<file path="src/rtl/scan_seq_pkg.sv">
// Shared state encoding and default chain length for the scan sequencer.
package scan_seq_pkg;

  localparam int DEF_CHAIN_LEN = 3;

  typedef enum logic [2:0] {
    ST_IDLE    = 3'd0,
    ST_LOAD    = 3'd1,
    ST_CAPTURE = 3'd2,
    ST_UNLOAD  = 3'd3,
    ST_DONE    = 3'd4
  } state_t;

endpackage

</file>
<file path="src/rtl/scan_seq_cnt.sv">
// Loadable down-counter with zero flag; load wins over decrement.
// Saturates at zero so a late decrement never wraps.
module scan_seq_cnt #(
  parameter int W = 3
) (
  input  logic         i_clk,
  input  logic         i_rst_n,
  input  logic         i_load,
  input  logic [W-1:0] i_load_val,
  input  logic         i_dec,
  output logic         o_zero
);

  logic [W-1:0] r_cnt;

  always_ff @(posedge i_clk or negedge i_rst_n) begin
    if (!i_rst_n) begin
      r_cnt <= '0;
    end else if (i_load) begin
      r_cnt <= i_load_val;
    end else if (i_dec && (r_cnt != '0)) begin
      r_cnt <= r_cnt - W'(1);
    end
  end

  assign o_zero = (r_cnt == '0);

endmodule

</file>
<file path="src/rtl/scan_seq.sv">
// Scan-chain sequencer: load pattern LSB first, one capture cycle, unload into Result; Done at 2*CHAIN_LEN+2.
// Start is only honoured in IDLE. Macro SCAN_SEQ_COMPARE_EN adds the ExpIn latch and Pass comparator.
module scan_seq
  import scan_seq_pkg::*;
#(
  parameter int CHAIN_LEN = DEF_CHAIN_LEN
) (
  input  logic                 Clk,
  input  logic                 Clr,
  input  logic                 Start,
  input  logic [CHAIN_LEN-1:0] PatIn,
  input  logic [CHAIN_LEN-1:0] ExpIn,
  input  logic                 SO,
  output logic                 SE,
  output logic                 SI,
  output logic                 Busy,
  output logic                 Done,
  output logic [CHAIN_LEN-1:0] Result,
  output logic                 Pass
);

  localparam int CW = $clog2(CHAIN_LEN) + 1;

  state_t               r_state;
  logic                 r_se;
  logic                 r_si;
  logic                 r_busy;
  logic                 r_done;
  logic [CHAIN_LEN-1:0] r_pat;
  logic [CHAIN_LEN-1:0] r_result;

  logic                 w_accept;
  logic                 w_cnt_load;
  logic                 w_cnt_dec;
  logic                 w_zero;
  logic [CHAIN_LEN-1:0] w_pat_sh;
  logic [CHAIN_LEN-1:0] w_res_nxt;

  assign w_accept   = (r_state == ST_IDLE) && Start;
  assign w_cnt_load = w_accept || (r_state == ST_CAPTURE);
  assign w_cnt_dec  = (r_state == ST_LOAD) || (r_state == ST_UNLOAD);
  assign w_pat_sh   = r_pat >> 1;
  // First unloaded bit enters at the top and ends up in Result[0].
  assign w_res_nxt  = CHAIN_LEN'({SO, r_result} >> 1);

  scan_seq_cnt #(
    .W(CW)
  ) u_cnt (
    .i_clk      (Clk),
    .i_rst_n    (Clr),
    .i_load     (w_cnt_load),
    .i_load_val (CW'(CHAIN_LEN - 1)),
    .i_dec      (w_cnt_dec),
    .o_zero     (w_zero)
  );

  always_ff @(posedge Clk or negedge Clr) begin
    if (!Clr) begin
      r_state  <= ST_IDLE;
      r_se     <= 1'b0;
      r_si     <= 1'b0;
      r_busy   <= 1'b0;
      r_done   <= 1'b0;
      r_pat    <= '0;
      r_result <= '0;
    end else begin
      r_done <= 1'b0;
      case (r_state)
        ST_IDLE: begin
          if (Start) begin
            r_state  <= ST_LOAD;
            r_pat    <= PatIn;
            r_se     <= 1'b1;
            r_si     <= PatIn[0];
            r_busy   <= 1'b1;
            r_result <= '0;
          end
        end
        ST_LOAD: begin
          if (w_zero) begin
            r_state <= ST_CAPTURE;
            r_se    <= 1'b0;
            r_si    <= 1'b0;
          end else begin
            r_pat <= w_pat_sh;
            r_si  <= w_pat_sh[0];
          end
        end
        ST_CAPTURE: begin
          r_state <= ST_UNLOAD;
          r_se    <= 1'b1;
          r_si    <= 1'b0;
        end
        ST_UNLOAD: begin
          r_result <= w_res_nxt;
          if (w_zero) begin
            r_state <= ST_DONE;
            r_se    <= 1'b0;
            r_busy  <= 1'b0;
            r_done  <= 1'b1;
          end
        end
        ST_DONE: begin
          r_state <= ST_IDLE;
        end
        default: begin
          r_state <= ST_IDLE;
          r_se    <= 1'b0;
          r_si    <= 1'b0;
          r_busy  <= 1'b0;
        end
      endcase
    end
  end

`ifdef SCAN_SEQ_COMPARE_EN
  logic [CHAIN_LEN-1:0] r_exp;
  logic                 r_pass;

  always_ff @(posedge Clk or negedge Clr) begin
    if (!Clr) begin
      r_exp  <= '0;
      r_pass <= 1'b0;
    end else if (w_accept) begin
      r_exp  <= ExpIn;
      r_pass <= 1'b0;
    end else if ((r_state == ST_UNLOAD) && w_zero) begin
      r_pass <= (w_res_nxt == r_exp);
    end
  end

  assign Pass = r_pass;
`else
  logic w_unused_exp;
  assign w_unused_exp = ^ExpIn;
  assign Pass         = 1'b0;
`endif

  assign SE     = r_se;
  assign SI     = r_si;
  assign Busy   = r_busy;
  assign Done   = r_done;
  assign Result = r_result;

endmodule

</file>
<file path="config.mk">
export PLATFORM = sky130hd
export DESIGN_NAME = scan_seq
export DESIGN_NICKNAME = d
export VERILOG_FILES = /design/src/rtl/scan_seq_pkg.sv /design/src/rtl/scan_seq_cnt.sv /design/src/rtl/scan_seq.sv
export SDC_FILE = /design/constraint.sdc
export NUM_CORES = 1
export LEC_CHECK = 0
export CAP_MARGIN = 20
export CORE_ASPECT_RATIO = 1.1
export CORE_MARGIN = 1.5
export CORE_UTILIZATION = 45
export CTS_CLUSTER_DIAMETER = 150
export CTS_CLUSTER_SIZE = 8
export DETAILED_ROUTE_END_ITERATION = 12
export GPL_ROUTABILITY_DRIVEN = 0
export PLACE_DENSITY_LB_ADDON = 0.3
export SLEW_MARGIN = 25
export SYNTH_ARGS = -nofsm -noshare
export SYNTH_HDL_FRONTEND = slang
export SYNTH_SLANG_ARGS = --single-unit
</file>
<file path="constraint.sdc">
create_clock -name Clk -period 1.6 [get_ports Clk]
set_clock_uncertainty 0.15 [all_clocks]
set_input_delay 0.32 -clock Clk [delete_from_list [all_inputs] [get_ports Clk]]
set_output_delay 0.32 -clock Clk [all_outputs]
set_load 0.03 [all_outputs]
</file>
* Word-level counts from Yosys, hierarchy flattened *
Index checks and enable logic that the tools add are counted.

storage, ports and cells
  bits in registers = 16
  word-level logic and storage cells = 60
  bits of input ports = 10

cells by class
  multiplexer cells = 20
  eq/ne operators = 9
  add/subtract/negate cells = 1
  bitwise logic cells = 3
  reductions and logical operators = 19

operators by type and width
  operator                                                number
  2-to-1 mux 3 bit                                        8
  case mux 3 bit (2 select lines)                         2
  case mux 3 bit (4 select lines)                         1
  AND reduction 3 bit                                     4
  == test 3 x 2 -> 1 bit (second input constant)          2
  zero test 3 bit                                         2
  2-to-1 mux 1 bit                                        6
  inequality test 2 x 1 -> 1 bit (second input constant)  3
  case mux 1 bit (3 select lines)                         2
  nonzero test 2 bit                                      3
  inequality test 2 bit (second input constant)           2
  case mux 1 bit (4 select lines)                         1
  AND reduction 2 bit                                     2
  OR reduction 2 bit                                      2
  == test 3 x 1 -> 1 bit (second input constant)          1
  == test 3 bit (second input constant)                   1
  inverter 1 bit                                          3
  nonzero test 3 bit                                      1
  OR reduction 3 bit                                      1
  subtractor 3 x 1 -> 3 bit (second input constant)       1
  logical AND 1 bit                                       2
  logical OR 1 bit                                        2

* Logic depth before layout (Yosys ltp) *
  depth in word-level cells = 5
  gate-level depth with buffers = 5
  depth with buffers taken out = 5

* Cells and area by module *
Synthesis repeated with hierarchy kept, for this count alone.

unflattened totals
  cell total of the unflattened synthesis = 77
  area total of the unflattened synthesis = 814.5 µm²

modules (own cells, without submodules)
  module        cells an instance  area an instance (µm²)  times used
  scan_seq      58                 606.8                   1
  scan_seq_cnt  19                 207.7                   1

* Worst setup path after synthesis *
Ideal clock, no wire load.

  path kind = reg-to-reg
  from = reg u_cnt.r_cnt[0]
  to = reg r_se (netlist: SE)
  arrival time = 1.161 ns
  cell stages (with the launch flop) = 6
  library setup time = 0.119 ns
  path buffers = 0
  setup slack = 0.171 ns
  path through = dfrtp_1 > inv_1 > ha_1 > nor2b_1 > o22ai_1 > a21bo_1

on the way
  cells in the longest elaborated chain, start to end = 3

ends and longest elaborated chain
  what                                             line                text
  from (decl)                                      scan_seq_cnt.sv:14  logic [W-1:0] r_cnt;
  from (signal assigned)                           scan_seq_cnt.sv:20  r_cnt <= i_load_val;
  from (signal assigned)                           scan_seq_cnt.sv:22  r_cnt <= r_cnt - W'(1);
  zero test 3 bit                                  scan_seq_cnt.sv:26  assign o_zero = (r_cnt == '0);
  inequality test 2 x 1 -> 1 bit (no source line)  -
  AND reduction 3 bit (no source line)             -
  to (signal assigned)                             scan_seq.sv:60      r_se <= 1'b0;
  to (signal assigned)                             scan_seq.sv:73      r_se <= 1'b1;
  to (signal assigned)                             scan_seq.sv:82      r_se <= 1'b0;
  to (decl)                                        scan_seq.sv:25      logic r_se;

No other way between the ends.
A chain may end at the register's enable or synchronous reset.

* Worst setup path after layout *
  from = reg r_result[2] (netlist: Result[2])
  to = out Result[2]

RTL lines
  what                    line            text
  from (decl)             scan_seq.sv:30  logic [CHAIN_LEN-1:0] r_result;
  from (signal assigned)  scan_seq.sv:95  r_result <= w_res_nxt;
  to (decl)               scan_seq.sv:18  output logic [CHAIN_LEN-1:0] Result,

No word-level cell between the ends.

==> metrics.md <==
| Metric | Value |
|---|---|
| Post-route minimum period | 1.543 ns |
| Yosys warning count | 0 |
| Worst Setup End Kind | primary output |
| Clk root buf | clkbuf_4 |
| Fmax | between 0.6 and 0.7 GHz |
| DRT Pass-1 Iters | 4 |
| CP peak stage delay | 0.40 ns |
| Die Wd | 43.19 um |
| Drt total wl | 1685 um |
| Post-synthesis sequential area ratio | 0.4695 |
| Pwr/cell area | 2085 nW/um^2 |
| # Max-Cap Violations | 0 |
| Fraction of layout cells with a size suffix above 1 | 0.1818 |
| Largest net degree at the start of global routing | 16 |
| Synthesized cell area | 799.5 sq um |
| Reg2reg end | Busy$_DFFE_PN0P_ |
| Highest-delay cell along the critical path | dfrtp_1 |
| Peak supply drop | 0.0009285 V |
| Final setup fails | 0 |
| Post-synthesis sequential element count | 15 |
| Initial Utilization | 0.4953 |
| I/O pin total | 18 |
| Setup TNS | 0 ns |
| Antenna viol nets, final | 0 |
| R2R Path Start | u_cnt.r_cnt[0]$_DFFE_PN0P_ |
| Crit path cell chain | clkdlybuf4s15_1 |
| Clock Latency Late Sink | 0.29 ns |
| Nets@finish | between 100 and 150 |
| Syn-to-layout area delta | 25.04% |
| Drt initial violations | 5 |
| Total Power | between 2000 and 2500 uW |
| Gr usage total | 0.1882 |
| CTS buffer count | 3 |
| H-tree Lvls | 1 |
| Post-route clock period utilization | 0.9642 |
| CTS Buffer Depth | 2 |
| First-pass GRT wire length | around 2800 um |
| FP Rows | 15 |
| Worst path buffer plus inverter count | 1 |
| Vias per Instance | 5.793 |
| Ant diodes | 0 |
| CTS tree | done |
| Setup Crit Path Kind | reg2out |
| DP Area | 973.4 sq um |
| Worst EP required | 1.13 ns |
| Clock-pin slew on the worst setup and hold paths | 0.09 ns |
| Syn Inst Count | 78 |
| GR Overflow Total | 0 |
| DIE AREA | ~2000 sq um |
| Hold crit path type | in2async |
| Crit path DAT | 1.07 ns |
| Final hold vios | 0 |
| Cts hold-fix bufs | 0 |
| Reg-to-reg slack, setup | 0.06 ns |
| Final design utilization | 0.6194 |
| Initial antenna violation count | 0 |
| RSZ-0062 raised after global routing | no |
| Max Slew Vio Count | 0 |
| Port Buffers | 13 |
| Vias in the first global route | 659 |
| Syn_area_per_cell | between 10 and 15 sq um |
| Fillcell total | 145 |
| Crit path max-delay family | flip-flops |
| Hold WS | 0.1785 ns |
| Post-route design area | roughly 1000 sq um |
| Residual DRC | 0 |
| Die Span Y | 47.21 um |
| Critical path launch point type | flip-flop |
| Outcome | complete, no violations |
| Syn nets | 90 |
| Distinct cells, synth | 36 |
| Reg2Reg Depth | 6 |
| Routed wire per std cell | 14.53 um |
| Via Count | 672 |
| Placeable Area | around 1600 sq um |
| LEAKAGE | 0.0004725 uW |
| Worst-path fanout max | 4 |
| Total clock sinks | 15 |
| HPWL Detailed | 1251 um |
[stage by stage]
| stage | cells | worst slack, ns |
|---|---|---|
| after detailed placement | 112 | -0.09553 |
| after global routing | 116 | 0.007852 |
| after floorplan | 78 | 0.1709 |
| after global placement | 112 | -0.08577 |
| final | 116 | 0.05722 |
| after CTS | 116 | 0.01399 |
[layout by cell type (no fill, tap or decap), types with 2 or more instances in the layout]
cell / n
nor3_1: 3
nand2b_1: 3
inv_1: 4
nor2_1: 9
o211ai_1: 3
a21oi_1: 4
clkbuf_4: 3
clkdlybuf4s50_1: 6
buf_4: 8
dlygate4sd2_1: 5
nand2_1: 3
dfrtp_1: 15
o32ai_1: 3
o21a_1: 2
clkdlybuf4s15_1: 2
[layout make-up]
| cell class | count | area, sq um | area share |
|---|---|---|---|
| inverter | 4 | 15.01 | 0.01502 |
| clock buffer | 3 | 22.52 | 0.02253 |
| clock inverter | 1 | 5.005 | 0.005006 |
| multi-input combinational | 55 | 376.6 | 0.3767 |
| sequential | 15 | 375.4 | 0.3755 |
| tap | 17 | 21.27 | 0.02128 |
| timing repair buffer | 21 | 183.9 | 0.1840 |
[registers in the layout, summed over array words and instances, names as in the netlist]
signal,count
Result,3
r_state,3
u_cnt.r_cnt,3
r_pat,2
Busy,1
Done,1
SE,1
SI,1
[worst max-delay path by stage]
stage,depth (start not counted),from,end
floorplan,5,u_cnt.r_cnt[0]$_DFFE_PN0P_,SE$_DFFE_PN0P_
global placement,4,Start,Result[0]$_DFFE_PN0P_
detailed placement,4,Start,Result[0]$_DFFE_PN0P_
finish,1,Result[2]$_DFFE_PN0P_,Result[2]
global route,6,u_cnt.r_cnt[0]$_DFFE_PN0P_,Busy$_DFFE_PN0P_
CTS,1,Result[2]$_DFFE_PN0P_,Result[2]
[timing repair]
item | 4_1_cts | 5_1_grt
hold endpoints to repair | 0 | 0
resized for setup | 7 | 4
pin swaps | 0 | 1
setup buffers | 0 | 0
setup endpoints to repair | 7 | 4
[report_power, final]
| part | internal (uW) | total (uW) | switching, uW |
|---|---|---|---|
| sequential | 544 | 677 | 134 |
| clock | 93.0 | 223 | 130 |
| combinational | 513 | 1180 | 670 |
[synthesized netlist by cell type, drive strengths merged]
| master | number | share of area |
|---|---|---|
| conb | 1 | 0.0047 |
| nand3 | 1 | 0.0063 |
| and4bb | 1 | 0.016 |
| o21ai | 2 | 0.017 |
| a21o | 1 | 0.0094 |
| o211ai | 3 | 0.028 |
| nand2 | 4 | 0.022 |
| a21boi | 1 | 0.0094 |
| buf | 4 | 0.047 |
| a211o | 1 | 0.011 |
| nor2b | 1 | 0.0078 |
| a311o | 1 | 0.013 |
| o22ai | 1 | 0.0078 |
| a221oi | 1 | 0.019 |
| nand4 | 1 | 0.0078 |
| inv | 4 | 0.019 |
| ha | 2 | 0.031 |
| o21a | 2 | 0.019 |
| nand2b | 3 | 0.023 |
| nor4b | 1 | 0.011 |
| o32ai | 3 | 0.033 |
| nor2 | 9 | 0.042 |
| xor2 | 1 | 0.011 |
| a31oi | 1 | 0.0078 |
| and3 | 1 | 0.0078 |
| a21oi | 4 | 0.025 |
| nand3b | 1 | 0.0094 |
| or3b | 1 | 0.011 |
| and2b | 1 | 0.011 |
| nor3 | 3 | 0.019 |
| a21bo | 1 | 0.013 |
| and4b | 1 | 0.013 |
| dfrtp | 15 | 0.47 |
[per-layer routing]
metal / wire, um / track usage / up-vias
met5: 0 / 0 / -
met4: 27 / 0.09091 / 0
li1: - / - / 323
met2: 873 / 0.3552 / 17
met1: 725 / 0.2110 / 326
met3: 57 / 0.02692 / 6
[cell families (layout without fill, tap and decap cells)]
group                      Yosys count  in the layout  share of synthesized area
DFF                                 15             15                     0.4695
AOI/OAI and AO/OA                   22             22                     0.2113
and+or+nand+nor                     29             29                     0.2066
other                                1              1                   0.004690
adders and majority gates            2              2                    0.03129
xor gates and xnor gates             1              1                    0.01096
buffers and inverters                8             29                    0.06571
Note: power is estimated with default switching activity, not from simulation.
